--- config.mk ---
export PLATFORM = sky130hd
export DESIGN_NAME = uart_apb_ctrl_flat
export DESIGN_NICKNAME = d
export VERILOG_FILES = /design/src/rtl/uart_apb_ctrl_if.sv /design/src/rtl/uart_apb_ctrl.sv /design/src/flat_wrapper.sv
export SDC_FILE = /design/constraint.sdc
export NUM_CORES = 1
export LEC_CHECK = 0
export BUFFER_PORTS_ARGS = -buffer_cell sky130_fd_sc_hd__buf_4
export CAP_MARGIN = 40
export CELL_PAD_IN_SITES_DETAIL_PLACEMENT = 1
export CELL_PAD_IN_SITES_GLOBAL_PLACEMENT = 1
export CORE_UTILIZATION = 35
export DETAILED_ROUTE_END_ITERATION = 8
export HOLD_SLACK_MARGIN = 0.05
export PLACE_DENSITY_LB_ADDON = 0.2
export SYNTH_ARGS = -nofsm -noshare
export SYNTH_HDL_FRONTEND = slang
export SYNTH_SLANG_ARGS = --single-unit
--- constraint.sdc ---
create_clock -name PCLK -period 2.9 [get_ports PCLK]
set_input_delay 0.145 -clock PCLK [delete_from_list [all_inputs] [get_ports PCLK]]
set_output_delay 0.145 -clock PCLK [all_outputs]
set_load 0.02 [all_outputs]
--- src/rtl/uart_apb_ctrl_if.sv ---
// APB link between the UART controller (master) and the UART register block (slave).
interface uart_apb_ctrl_if;
  logic       PSEL;
  logic       PENABLE;
  logic       PWRITE;
  logic [1:0] PADDR;
  logic [7:0] PWDATA;
  logic [7:0] PRDATA;

  modport master (
    output PSEL, PENABLE, PWRITE, PADDR, PWDATA,
    input  PRDATA
  );

  modport slave (
    input  PSEL, PENABLE, PWRITE, PADDR, PWDATA,
    output PRDATA
  );
endinterface

--- src/rtl/uart_apb_ctrl.sv ---
// UART front end: runs the DLAB-latch configuration sequence on the UART sideband,
// then arbitrates the single APB data port between a TX byte source and an RX drain.
module uart_apb_ctrl #(
  parameter logic [15:0] DIV_CFG   = 16'd13,
  parameter logic [7:0]  LCR_CFG   = 8'h7B,
  parameter logic [7:0]  FCR_CFG   = 8'h01,
  parameter logic [7:0]  IER_CFG   = 8'hFF,
  parameter logic [7:0]  MCR_CFG   = 8'h10,
  parameter int unsigned LATCH_CYC = 5,
  parameter int unsigned GAP_CYC   = 2
) (
  input  logic        PCLK,
  input  logic        PRESET,
  input  logic        init_req,
  input  logic        tx_valid,
  input  logic [7:0]  tx_data,
  output logic        tx_ready,
  input  logic        rx_en,
  output logic        rx_valid,
  output logic [7:0]  rx_data,
  output logic        cfg_done,
  uart_apb_ctrl_if.master apb,
  input  logic [7:0]  LSR,
  output logic [15:0] DLR,
  output logic [7:0]  LCR,
  output logic [7:0]  FCR,
  output logic [7:0]  IER,
  output logic [7:0]  MCR
);

  typedef enum logic [2:0] {
    ST_DLAB,
    ST_CFG,
    ST_IDLE,
    ST_SETUP,
    ST_ACCESS
  } state_t;

  typedef enum logic {
    GR_TX,
    GR_RX
  } grant_t;

  localparam logic [7:0] LCR_DLAB   = 8'h80;
  localparam logic [7:0] LATCH_LAST = 8'(LATCH_CYC - 1);
  localparam logic [3:0] GAP_LOAD   = 4'(GAP_CYC);

  state_t     state;
  grant_t     last_grant;
  logic [7:0] latch_cnt;
  logic [3:0] gap_cnt;
  logic       init_pend;

  logic thre;
  logic dr;
  logic tx_cand;
  logic rx_cand;
  logic arb_open;
  logic tx_grant;
  logic rx_grant;
  logic unused_lsr;

  // Arbitration is purely a function of registered state and LSR/requests so
  // tx_ready can be offered without looking at tx_valid.
  always_comb begin
    thre       = LSR[5];
    dr         = LSR[0];
    unused_lsr = ^{LSR[7:6], LSR[4:1]};
    tx_cand    = tx_valid & thre;
    rx_cand    = rx_en & dr;
    arb_open   = (state == ST_IDLE) && (gap_cnt == 4'd0) && !init_pend;
    tx_ready   = arb_open & thre & ~(rx_cand & (last_grant == GR_TX));
    tx_grant   = tx_valid & tx_ready;
    rx_grant   = arb_open & rx_cand & ~tx_grant;
  end

  always_ff @(posedge PCLK or posedge PRESET) begin
    if (PRESET) begin
      state       <= ST_DLAB;
      last_grant  <= GR_RX;
      latch_cnt   <= '0;
      gap_cnt     <= '0;
      init_pend   <= 1'b0;
      rx_valid    <= 1'b0;
      rx_data     <= '0;
      cfg_done    <= 1'b0;
      apb.PSEL    <= 1'b0;
      apb.PENABLE <= 1'b0;
      apb.PWRITE  <= 1'b0;
      apb.PADDR   <= '0;
      apb.PWDATA  <= '0;
      DLR         <= '0;
      LCR         <= LCR_DLAB;
      FCR         <= '0;
      IER         <= '0;
      MCR         <= '0;
    end else begin
      rx_valid <= 1'b0;
      if (init_req) init_pend <= 1'b1;

      case (state)
        ST_DLAB: begin
          DLR <= DIV_CFG;
          LCR <= LCR_DLAB;
          if (latch_cnt == LATCH_LAST) begin
            latch_cnt <= '0;
            LCR       <= LCR_CFG;
            FCR       <= FCR_CFG;
            IER       <= IER_CFG;
            MCR       <= MCR_CFG;
            state     <= ST_CFG;
          end else begin
            latch_cnt <= latch_cnt + 8'd1;
          end
        end

        ST_CFG: begin
          cfg_done <= 1'b1;
          state    <= ST_IDLE;
        end

        ST_IDLE: begin
          if (gap_cnt != 4'd0) begin
            gap_cnt <= gap_cnt - 4'd1;
          end else if (init_pend) begin
            // A request arriving in this very cycle stays pending for the next round.
            init_pend <= init_req;
            cfg_done  <= 1'b0;
            latch_cnt <= '0;
            DLR       <= DIV_CFG;
            LCR       <= LCR_DLAB;
            state     <= ST_DLAB;
          end else if (tx_grant) begin
            apb.PSEL    <= 1'b1;
            apb.PENABLE <= 1'b0;
            apb.PWRITE  <= 1'b1;
            apb.PADDR   <= 2'b00;
            apb.PWDATA  <= tx_data;
            last_grant  <= GR_TX;
            state       <= ST_SETUP;
          end else if (rx_grant) begin
            apb.PSEL    <= 1'b1;
            apb.PENABLE <= 1'b0;
            apb.PWRITE  <= 1'b0;
            apb.PADDR   <= 2'b00;
            last_grant  <= GR_RX;
            state       <= ST_SETUP;
          end
        end

        ST_SETUP: begin
          apb.PENABLE <= 1'b1;
          state       <= ST_ACCESS;
        end

        ST_ACCESS: begin
          if (!apb.PWRITE) begin
            rx_data  <= apb.PRDATA;
            rx_valid <= 1'b1;
          end
          apb.PSEL    <= 1'b0;
          apb.PENABLE <= 1'b0;
          gap_cnt     <= GAP_LOAD;
          state       <= ST_IDLE;
        end

        default: begin
          apb.PSEL    <= 1'b0;
          apb.PENABLE <= 1'b0;
          state       <= ST_DLAB;
        end
      endcase
    end
  end

endmodule

--- src/flat_wrapper.sv ---
// flat-port wrapper written by rule: the top's interface ports become plain ports
module uart_apb_ctrl_flat 
#(
  parameter logic [15:0] DIV_CFG   = 16'd13,
  parameter logic [7:0]  LCR_CFG   = 8'h7B,
  parameter logic [7:0]  FCR_CFG   = 8'h01,
  parameter logic [7:0]  IER_CFG   = 8'hFF,
  parameter logic [7:0]  MCR_CFG   = 8'h10,
  parameter int unsigned LATCH_CYC = 5,
  parameter int unsigned GAP_CYC   = 2
)
  (PCLK, PRESET, init_req, tx_valid, tx_data, tx_ready, rx_en, rx_valid, rx_data, cfg_done, LSR, DLR, LCR, FCR, IER, MCR, apb_PSEL, apb_PENABLE, apb_PWRITE, apb_PADDR, apb_PWDATA, apb_PRDATA);
  uart_apb_ctrl_if apb_i ();
  input  logic PCLK;
  input  logic PRESET;
  input  logic init_req;
  input  logic tx_valid;
  input  logic [7:0] tx_data;
  output logic tx_ready;
  input  logic rx_en;
  output logic rx_valid;
  output logic [7:0] rx_data;
  output logic cfg_done;
  input  logic [7:0] LSR;
  output logic [15:0] DLR;
  output logic [7:0] LCR;
  output logic [7:0] FCR;
  output logic [7:0] IER;
  output logic [7:0] MCR;
  output wire logic [$bits(apb_i.PSEL)-1:0] apb_PSEL;
  output wire logic [$bits(apb_i.PENABLE)-1:0] apb_PENABLE;
  output wire logic [$bits(apb_i.PWRITE)-1:0] apb_PWRITE;
  output wire logic [$bits(apb_i.PADDR)-1:0] apb_PADDR;
  output wire logic [$bits(apb_i.PWDATA)-1:0] apb_PWDATA;
  input wire logic [$bits(apb_i.PRDATA)-1:0] apb_PRDATA;
  assign apb_PSEL = apb_i.PSEL;
  assign apb_PENABLE = apb_i.PENABLE;
  assign apb_PWRITE = apb_i.PWRITE;
  assign apb_PADDR = apb_i.PADDR;
  assign apb_PWDATA = apb_i.PWDATA;
  assign apb_i.PRDATA = apb_PRDATA;
  uart_apb_ctrl #(.DIV_CFG(DIV_CFG), .LCR_CFG(LCR_CFG), .FCR_CFG(FCR_CFG), .IER_CFG(IER_CFG), .MCR_CFG(MCR_CFG), .LATCH_CYC(LATCH_CYC), .GAP_CYC(GAP_CYC)) u_core (.PCLK(PCLK), .PRESET(PRESET), .init_req(init_req), .tx_valid(tx_valid), .tx_data(tx_data), .tx_ready(tx_ready), .rx_en(rx_en), .rx_valid(rx_valid), .rx_data(rx_data), .cfg_done(cfg_done), .apb(apb_i), .LSR(LSR), .DLR(DLR), .LCR(LCR), .FCR(FCR), .IER(IER), .MCR(MCR));
endmodule
==> flow_summary.ini <==
[run_status]
status = completed

[critical_path]
ff2ff_path_depth = 5
required_ns = 3.12
path_delay_family = compound AO/OA/AOI/OAI gates
arrival_ns = 2.58
path_cells = inv_1 > ha_1 > or3b_2 > a2111oi_4 > mux2i_1
path_buf_inv = 1
r2r_slack_ns = 0.55
cp-end-kind = flop
crit_type = reg2reg
reg2reg_from = u_core.gap_cnt[0]
max_stage_delay_ns = 0.74
cp_max_fo = 11
r2r-end = u_core.latch_cnt[1]
critPathSlowestCell = a2111oi_4
cp-start-kind = flop

[logic_synthesis]
synth-seq-cells = 42
synth_top_cell_area_share_pct = 43.5
yosys_warnings = 0
synth_area_um2 = 2300
async_flop_share_pct = 100
synth_top_area_cell = dfrtp_1
synth_most_common_cell = buf_4
synth_edf_count = 0
yosys-top-cells-area = dfrtp_1 (43%), buf_4 (15%), mux2_2 (7.8%), a2111oi_4 (2.4%), dfstp_2 (2.3%)
synth_cell_types = 50
ys.flop_type = dfrtp_1
ys_seq_area_share_pct = 45.7
avgSynthCellArea_um2 = 11.1
syn_inst = 208
synthTopCellsByCount = buf_4 (46), dfrtp_1 (40), mux2_2 (16)

[sta]
tightest_slew_ns = 0.681
worst_clock_skew_ns = 0.00328
rsz0062_at_grt = no
fin_crit_ns = 2.35
fmax_mhz = 425
timing.slew.headroom_pct = 54.6
maxSlewViolCount = 0
fin_hold_ws_ns = 0.0736
hold_viol = 0
setup_viol = 0
tns_ns = 0
min_period_over_period_pct = 81.2

[finish]
finalNonFillerCells = 342
drive_gt1_share_pct = 41.1
diodes = 0
fin_nets = 297
fin_area_um2 = 2770
area.growth.synth_to_final_pct = 20.2

[power]
peakVddDrop_mv = 0.351
p_leak_nw = 1.40
powerDensity_nw_per_um2 = 895
total_power_mw = 2.48

[global_routing]
grt_pass1_wl_um = 8210
antenna_found_initial = 0
grt_usage_pct = 14.9
grt_pass1_vias = 1651
gr-total-overflow = 0
grt_max_degree = 32

[routing]
vias = 1629
drc = 0
wl_per_cell_um = 14.0
initialDrtViolationCount = 52
viasPerCell = 4.76
drt_first_pass_iters = 4
wl_um = 4800
ant_nets = 0

[placement]
gp_congestion = 0.712
placedCellCount = 332
dpl_cell_area_um2 = 2660
hpwlAfterDp_um = 3520
io_buffers = 64

[worst_hold_path]
min-delay-start = apb_PRDATA[3]
hold_path_depth = 2
hold_end = u_core.rx_data[3]
min_path_type = in2reg

[clock_network]
clk_path_buf_depth = 2
numCtsBuffers = 5
htreeDepth = 2
post_cts_buffers = 0
clock_latency_ns = 0.30
cts_hold_buffers = 2
cts_sinks = 42
cts_resized = 0
cts_root_buf = clkbuf_8
cts_tree = built
clk_pin_slew_ns = 0.08

[run]
max-cap-violations = 0

[floorplanning]
die_x_um = 83.1
coreArea_um2 = 6350
die_h_um = 83.1
start_util_pct = 36.3
dieArea_um2 = 6910
num_rows = 29
ios = 101
[cells in the final DEF, fill, tap and decap left out, drive strengths merged, types with 3 or more instances in the layout]
cell     count
mux2i        5
o31ai        3
o21ai        5
mux2        16
dfrtp       40
nand2        6
conb        30
a21o         3
ha           4
a21oi        3
buf         70
inv         11
a2111oi      3
or3b         4
nor3         3
nor2         5
nand3        5
o211ai       6
clkbuf       7
[area by class of cell]
cell class / instances / area, um^2
multi-input cells: 131 / 936
repair buffers: 72 / 546
inverters: 12 / 45.0
flip-flops and latches: 42 / 1050
well taps: 77 / 96.3
clock buffers: 7 / 86.3
clock inverters: 1 / 5.00
fillers: 710 / 3580
[worst reg2reg max path, cell delays in order (launching register included)]
cell and delay [ns]:
dfrtp_1 0.40, inv_1 0.10, ha_1 0.17, or3b_2 0.61
a2111oi_4 0.74, mux2i_1 0.26
[cells by family after synthesis]
| kind of cell | after synthesis | synth area share (%) |
|---|---|---|
| multiplexers | 21 | 9.99 |
| adder cells (fa/ha/maj) | 4 | 2.17 |
| other | 1 | 0.163 |
| AO/OA/AOI/OAI | 34 | 12.3 |
| flip-flops | 42 | 45.7 |
| AND/OR/NAND/NOR | 42 | 11.2 |
| buffers and inverters | 64 | 18.4 |
[routing by layer]
layer | part of all wire [%] | vias up | track usage (%)
met5 | 0 | - | 0
met4 | 1.6 | 0 | 6.11
met3 | 5.4 | 7 | 4.17
met2 | 49 | 50 | 24.0
met1 | 44 | 810 | 19.0
li1 | - | 762 | -
[report_power, final]
group          switching, mW  internal [mW]
combinational          0.647          0.504
clock                  0.201          0.192
sequential             0.155          0.778
[stage by stage]
step | util [%] | setup WS [ns]
final | 43.6 | 0.546
after global routing | 43.6 | 0.393
after CTS | 43.6 | 0.536
after detailed placement | 41.8 | 0.574
after global placement | 41.8 | 0.601
after floorplan | - | 0.804
[registers in the layout (all words and copies together), names as in the netlist, 2 cells and up]
| register | cells |
|---|---|
| u_core.apb.PWDATA | 8 |
| u_core.state | 3 |
| u_core.latch_cnt | 8 |
| u_core.gap_cnt | 4 |
| u_core.LCR | 2 |
| u_core.rx_data | 8 |
[worst max-delay path by stage]
stage | start | endpoint | depth (start not counted)
finish | u_core.gap_cnt[0] | u_core.latch_cnt[1] | 5
global route | u_core.gap_cnt[0] | u_core.latch_cnt[1] | 5
CTS | u_core.gap_cnt[0] | u_core.latch_cnt[2] | 5
detailed placement | u_core.gap_cnt[0] | u_core.latch_cnt[2] | 5
global placement | u_core.gap_cnt[0] | u_core.latch_cnt[2] | 5
floorplan | u_core.gap_cnt[0] | tx_ready | 5
No activity file was read; power rests on OpenSTA's default activity.
